===== src/rtl/ifu_pkg.sv =====
// Shared types and constants for the instruction fetch unit.
package ifu_pkg;

  typedef enum logic [2:0] {
    REQ,
    WAIT_LO,
    WAIT_HI,
    HOLD,
    DRAIN
  } ifu_state_t;

  localparam int INSTR_BYTES = 4;

  // Byte index 0 is the most significant byte of the instruction word.
  localparam int LANE_MSB [INSTR_BYTES] = '{31, 23, 15, 7};
  localparam int LANE_LSB [INSTR_BYTES] = '{24, 16, 8, 0};

endpackage


===== src/rtl/instr_byte_assembler.sv =====
// Packs four code-memory bytes (MSB first) into one 32-bit instruction word.
module instr_byte_assembler
  import ifu_pkg::*;
(
  input  logic        clk,
  input  logic        rst,
  input  logic        clear,
  input  logic        capture,
  input  logic [7:0]  data,
  output logic [1:0]  byte_idx,
  output logic        last,
  output logic [31:0] word_full
);

  logic [31:0] word_q;

  assign last = (byte_idx == 2'(INSTR_BYTES - 1));

  // word_full already contains the byte being captured this cycle.
  for (genvar g = 0; g < INSTR_BYTES; g++) begin : g_lane
    assign word_full[LANE_MSB[g]:LANE_LSB[g]] =
      (byte_idx == 2'(g)) ? data : word_q[LANE_MSB[g]:LANE_LSB[g]];
  end

  always_ff @(posedge clk) begin
    if (rst || clear) begin
      byte_idx <= '0;
      word_q   <= '0;
    end else if (capture) begin
      byte_idx <= byte_idx + 2'd1;
      word_q   <= word_full;
    end
  end

endmodule


===== src/rtl/instr_fetch_unit.sv =====
// Byte-wide instruction fetch with valid/ready hand-off to decode.
// Optional IFU_STALL_CNT_EN adds a saturating stall_cnt output.
//
//   state   | meaning
//   --------+-----------------------------------------------------
//   REQ     | issue one byte read at fetch_pc + byte_idx
//   WAIT_LO | wait for codemem to go busy
//   WAIT_HI | wait for codemem ready, capture the byte
//   HOLD    | full word presented, wait for decode to accept
//   DRAIN   | finish a read abandoned by a redirect, discard data
module instr_fetch_unit
  import ifu_pkg::*;
#(
  parameter int                ADDR_W   = 8,
  parameter logic [ADDR_W-1:0] RESET_PC = '0
) (
  input  logic              clk,
  input  logic              rst,
  output logic              cs_code_mem,
  output logic [ADDR_W-1:0] pc,
  input  logic              rdy_code_mem,
  input  logic [7:0]        pc_data,
  input  logic              redirect_valid,
  input  logic [ADDR_W-1:0] redirect_pc,
  output logic [31:0]       instr,
  output logic [ADDR_W-1:0] instr_pc,
  output logic              instr_valid,
  input  logic              instr_ready,
`ifdef IFU_STALL_CNT_EN
  output logic [15:0]       stall_cnt,
`endif
  output logic              fetch_busy
);

  ifu_state_t        state, next_state;
  logic [ADDR_W-1:0] fetch_pc;
  logic              drain_seen;
  logic [1:0]        byte_idx;
  logic              last;
  logic [31:0]       word_full;
  logic              capture;
  logic              unused_redirect_lsb;

  logic              cs_d, instr_valid_d, fetch_busy_d;
  logic [ADDR_W-1:0] pc_d, instr_pc_d;
  logic [31:0]       instr_d;

  assign unused_redirect_lsb = ^redirect_pc[1:0];
  assign capture = (state == WAIT_HI) && rdy_code_mem && !redirect_valid;

  instr_byte_assembler u_asm (
    .clk      (clk),
    .rst      (rst),
    .clear    (redirect_valid),
    .capture  (capture),
    .data     (pc_data),
    .byte_idx (byte_idx),
    .last     (last),
    .word_full(word_full)
  );

  always_ff @(posedge clk) begin
    if (rst) state <= REQ;
    else     state <= next_state;
  end

  always_comb begin
    next_state = state;
    case (state)
      REQ:     next_state = redirect_valid ? REQ : WAIT_LO;
      WAIT_LO: if (redirect_valid)    next_state = DRAIN;
               else if (!rdy_code_mem) next_state = WAIT_HI;
      WAIT_HI: if (redirect_valid)    next_state = DRAIN;
               else if (rdy_code_mem)  next_state = last ? HOLD : REQ;
      HOLD:    if (redirect_valid || instr_ready) next_state = REQ;
      DRAIN:   if (drain_seen && rdy_code_mem)    next_state = REQ;
      default: next_state = REQ;
    endcase
  end

  always_comb begin
    cs_d          = (state == REQ) && !redirect_valid;
    pc_d          = cs_d ? fetch_pc + ADDR_W'(byte_idx) : pc;
    instr_d       = (capture && last) ? word_full : instr;
    instr_pc_d    = (capture && last) ? fetch_pc  : instr_pc;
    instr_valid_d = (next_state == HOLD);
    fetch_busy_d  = (next_state != HOLD);
  end

  always_ff @(posedge clk) begin
    if (rst) begin
      cs_code_mem <= 1'b0;
      pc          <= '0;
      instr       <= '0;
      instr_pc    <= '0;
      instr_valid <= 1'b0;
      fetch_busy  <= 1'b1;
    end else begin
      cs_code_mem <= cs_d;
      pc          <= pc_d;
      instr       <= instr_d;
      instr_pc    <= instr_pc_d;
      instr_valid <= instr_valid_d;
      fetch_busy  <= fetch_busy_d;
    end
  end

  always_ff @(posedge clk) begin
    if (rst)
      fetch_pc <= RESET_PC;
    else if (redirect_valid)
      fetch_pc <= {redirect_pc[ADDR_W-1:2], 2'b00};
    else if (state == HOLD && instr_ready)
      fetch_pc <= fetch_pc + ADDR_W'(INSTR_BYTES);
  end

  // Remembers whether the abandoned read has already gone busy before DRAIN.
  always_ff @(posedge clk) begin
    if (rst)
      drain_seen <= 1'b0;
    else if (state != DRAIN)
      drain_seen <= (state == WAIT_HI) || (state == WAIT_LO && !rdy_code_mem);
    else if (!rdy_code_mem)
      drain_seen <= 1'b1;
  end

`ifdef IFU_STALL_CNT_EN
  always_ff @(posedge clk) begin
    if (rst)
      stall_cnt <= '0;
    else if (((state == HOLD && !instr_ready) || state == WAIT_LO || state == WAIT_HI)
             && stall_cnt != 16'hFFFF)
      stall_cnt <= stall_cnt + 16'd1;
  end
`endif

endmodule


===== config.mk =====
export PLATFORM = sky130hd
export DESIGN_NAME = instr_fetch_unit
export DESIGN_NICKNAME = d
export VERILOG_FILES = /design/src/rtl/ifu_pkg.sv /design/src/rtl/instr_byte_assembler.sv /design/src/rtl/instr_fetch_unit.sv
export SDC_FILE = /design/constraint.sdc
export NUM_CORES = 1
export LEC_CHECK = 0
export ABC_AREA = 1
export CORE_MARGIN = 10
export CORE_UTILIZATION = 30
export CTS_CLUSTER_SIZE = 25
export DETAILED_ROUTE_END_ITERATION = 8
export PLACE_DENSITY = 0.6
export SLEW_MARGIN = 20
export SYNTH_ARGS = -nofsm -noshare
export SYNTH_HDL_FRONTEND = slang
export SYNTH_SLANG_ARGS = --single-unit

===== constraint.sdc =====
create_clock -name clk -period 1.8 [get_ports clk]
set_input_delay 0.18 -clock clk [delete_from_list [all_inputs] [get_ports clk]]
set_output_delay 0.18 -clock clk [all_outputs]
set_load 0.05 [all_outputs]

==> flow_summary.toml <==
[worst_setup_path]
cpPeakStageDelay_ns = 0.82
r2r_end = "instr[17]$_SDFFE_PP0P_"
rrSetupSlack_ns = 0.27
startpoint = "pc[0]$_SDFFE_PP0P_"
r2r_start = "u_asm.byte_idx[1]$_SDFFE_PP0P_"
end_kind = "output pin"
path_class = "flip-flop to output pin"
cp_slowest_cell = "clkdlybuf4s50_1"
startpoint_type = "flip-flop"
cp.depth = 1
crit_family = "buffers and inverters"
r2r_cells = 5
cp_num_buf_inv = 1
critPathRequiredTime_ns = 1.62
endpoint = "pc[0]"
crit_arrival_ns = 1.50
path_cells = "clkdlybuf4s50_1"
crit_path_max_fanout = 2

[timing]
final.setup.tns_ns = 0
maxSlewHeadroom = 0.6513
fmax_mhz = 595.8
drv_slew = 0
tightest_slew_ns = 0.5214
post-route-period-util = 0.9324
finalSetupViolations = 0
skew_ns = 0.005164
min_period_ns = 1.678
hold_viol = 0
rsz0062_at_grt = "false"

[finish]
finalNetCount = 563
syn2layout_area_growth_pct = 33.59
multi_input_area_um2 = 1500
utilization = 0.4122
ff_latch_area_um2 = 1702
drive_gt1_frac = 0.1089
fillers = 1157
n_antenna_cell = 0

[die]
design.core.area_um2 = 11470
dieWidth_um = 128.6
io_pins = 72
fp-row-count = 39
initial_core_util = 0.3086
die_y_um = 128.6
die_area_um2 = 16540

[route]
met3_length_um = 598
wirelength_met1_um = 4330
vias = 3215
route.detailed.drc = 0
wl_met2_um = 4620
topRoutingLayerUsed = "met4"
firstDrtPassIters = 7
viasPerCell = 4.693
ant_nets = 0
dr.first_iter.drc_count = 219
wl_um = 9669
wl_per_cell_um = 14.12

[clocking]
clock-sinks = 85
htree_levels = 3
clock_path_buffers = 2
worstSkewPairLatency_ns = 0.33
cts_buffers = 9
clk_pin_slew_ns = 0.06
hold_buffers = 0
cts_tree = "yes"
cts_root_buf = "clkbuf_16"

[synth]
synth_cell_types = 30
seq_area_frac_synth = 0.4809
avgSynthCellArea_um2 = 7.497
yosysWarnings = 0
synth_seq_cells = 85
synth_cells = 472
synth_area_um2 = 3538

[power]
total_power_w = 0.004567
peakVddDrop_mv = 0.5487
p_per_area_nw_per_um2 = 966.2
p_leak_nw = 1.784

[global_route]
antenna_found_initial = 0
grt_pass1_wl_um = 15400
grt_overflow = 0
grt_pass1_vias = 3140
grt_start_max_net_pins = 51
grtUsageTotal = 0.1143

[status]
outcome = "finished clean"

[placement]
gp_congestion = 0.8115
dpl.hpwl_um = 6902
portBuffers = 67

[hold_path]
min_path_type = "flip-flop to flip-flop"

[job]
drv_cap = 0
==> cell type report <==
class / instances / area share
multi-input cells: 314 / 0.3174
repair buffers: 82 / 0.1699
flip-flops and latches: 85 / 0.3600
clock buffers: 10 / 0.05056
inverters: 45 / 0.03600
well taps: 143 / 0.03785
clock inverters: 6 / 0.02832
==> report_power, final <==
group | switching [W] | leakage [nW] | internal (W)
combinational | 0.000223 | 0.913 | 0.000130
clock | 0.000742 | 0.183 | 0.00153
sequential | 0.0000265 | 0.688 | 0.00191
total | 0.000991 | 1.78 | 0.00358
==> cell usage after synthesis <==
library cell | number | area, um^2
nand3_2 | 1 | 10.01
dfxtp_1 | 85 | 1702
buf_1 | 1 | 3.750
nor2_2 | 11 | 68.82
xnor2_1 | 1 | 8.760
nand2_2 | 1 | 6.260
buf_2 | 1 | 5.000
and3_1 | 1 | 6.260
inv_1 | 41 | 153.9
ha_1 | 5 | 62.56
buf_12 | 1 | 20.02
nor2_4 | 2 | 22.52
nor2_1 | 86 | 322.8
buf_8 | 1 | 15.01
o21ai_1 | 1 | 5.000
buf_6 | 3 | 33.78
nor3_1 | 9 | 45.04
o21ai_0 | 92 | 460.4
o211ai_1 | 1 | 7.510
nand2_1 | 46 | 172.7
nand4_1 | 3 | 18.77
buf_4 | 4 | 30.03
clkinv_2 | 1 | 5.000
conb_1 | 1 | 3.750
o211a_1 | 1 | 10.01
o21bai_1 | 2 | 15.01
nand3_1 | 9 | 45.04
clkbuf_1 | 18 | 67.56
a21oi_1 | 40 | 200.2
inv_2 | 3 | 11.26
==> metal layers <==
layer	track usage	vias up
met1	0.1392	1480
met3	0.03819	8
li1	-	1653
met2	0.1837	74
met5	0	-
met4	0.04257	0
==> cells in the final DEF (no fill, tap or decap), types with 2 or more instances in the layout <==
| master | count |
|---|---|
| a21oi_1 | 40 |
| buf_12 | 3 |
| buf_4 | 19 |
| bufinv_16 | 4 |
| clkbuf_16 | 9 |
| clkdlybuf4s50_1 | 60 |
| clkinv_2 | 2 |
| conb_1 | 2 |
| dfxtp_1 | 85 |
| ha_1 | 3 |
| ha_2 | 2 |
| inv_1 | 41 |
| inv_2 | 3 |
| nand2_1 | 46 |
| nand3_1 | 9 |
| nand4_1 | 3 |
| nor2_1 | 86 |
| nor2_2 | 11 |
| nor2_4 | 2 |
| nor3_1 | 9 |
| o21ai_0 | 92 |
| o21bai_1 | 2 |
==> logic make-up after synthesis <==
family	Yosys count	synth area share
and+or+nand+nor	169	0.2030
AOI/OAI and AO/OA	137	0.1973
DFF	85	0.4809
buffers and inverters	74	0.09759
adders and majority gates	5	0.01768
xor gates and xnor gates	1	0.002476
other	1	0.001060
==> worst min path at each step <==
stage / slack (ns) / to / cells past startpoint / from
after floorplan: 0.25 / state[0]$_SDFF_PP0_ / 1 / rst
after global placement: 0.43 / u_asm.word_q[13]$_SDFFE_PP0P_ / 2 / u_asm.word_q[13]$_SDFFE_PP0P_
after detailed placement: 0.44 / u_asm.word_q[27]$_SDFFE_PP0P_ / 2 / u_asm.word_q[27]$_SDFFE_PP0P_
after CTS: 0.45 / u_asm.word_q[27]$_SDFFE_PP0P_ / 2 / u_asm.word_q[27]$_SDFFE_PP0P_
after global routing: 0.46 / u_asm.word_q[27]$_SDFFE_PP0P_ / 2 / u_asm.word_q[27]$_SDFFE_PP0P_
final: 0.45 / u_asm.word_q[27]$_SDFFE_PP0P_ / 2 / u_asm.word_q[27]$_SDFFE_PP0P_
==> per-stage QoR <==
step,std cells,hold slack [ns],setup slack [ns],instance area (um^2)
3_5_place_dp,669,0.4397,0.03539,4349
6_report,685,0.4463,0.1217,4727
5_1_grt,685,0.4643,0.06274,4727
3_3_place_gp,669,0.4305,0.08022,4349
4_1_cts,685,0.4497,0.08896,4722
2_1_floorplan,473,0.2533,0.4305,3542
==> state kept, by name, indices dropped and copies added (netlist names) <==
name and count:
instr 32, u_asm.word_q 24, pc 8, fetch_pc 6
instr_pc 6, state 3, u_asm.byte_idx 2, cs_code_mem 1
drain_seen 1, fetch_busy 1, instr_valid 1
==> repair_timing <==
item                                    in CTS  in global routing
endpoints found under the setup margin       0                  2
resized for setup                            0                  2
buffers inserted                             0                  0
(Power assumes the default switching activity.)
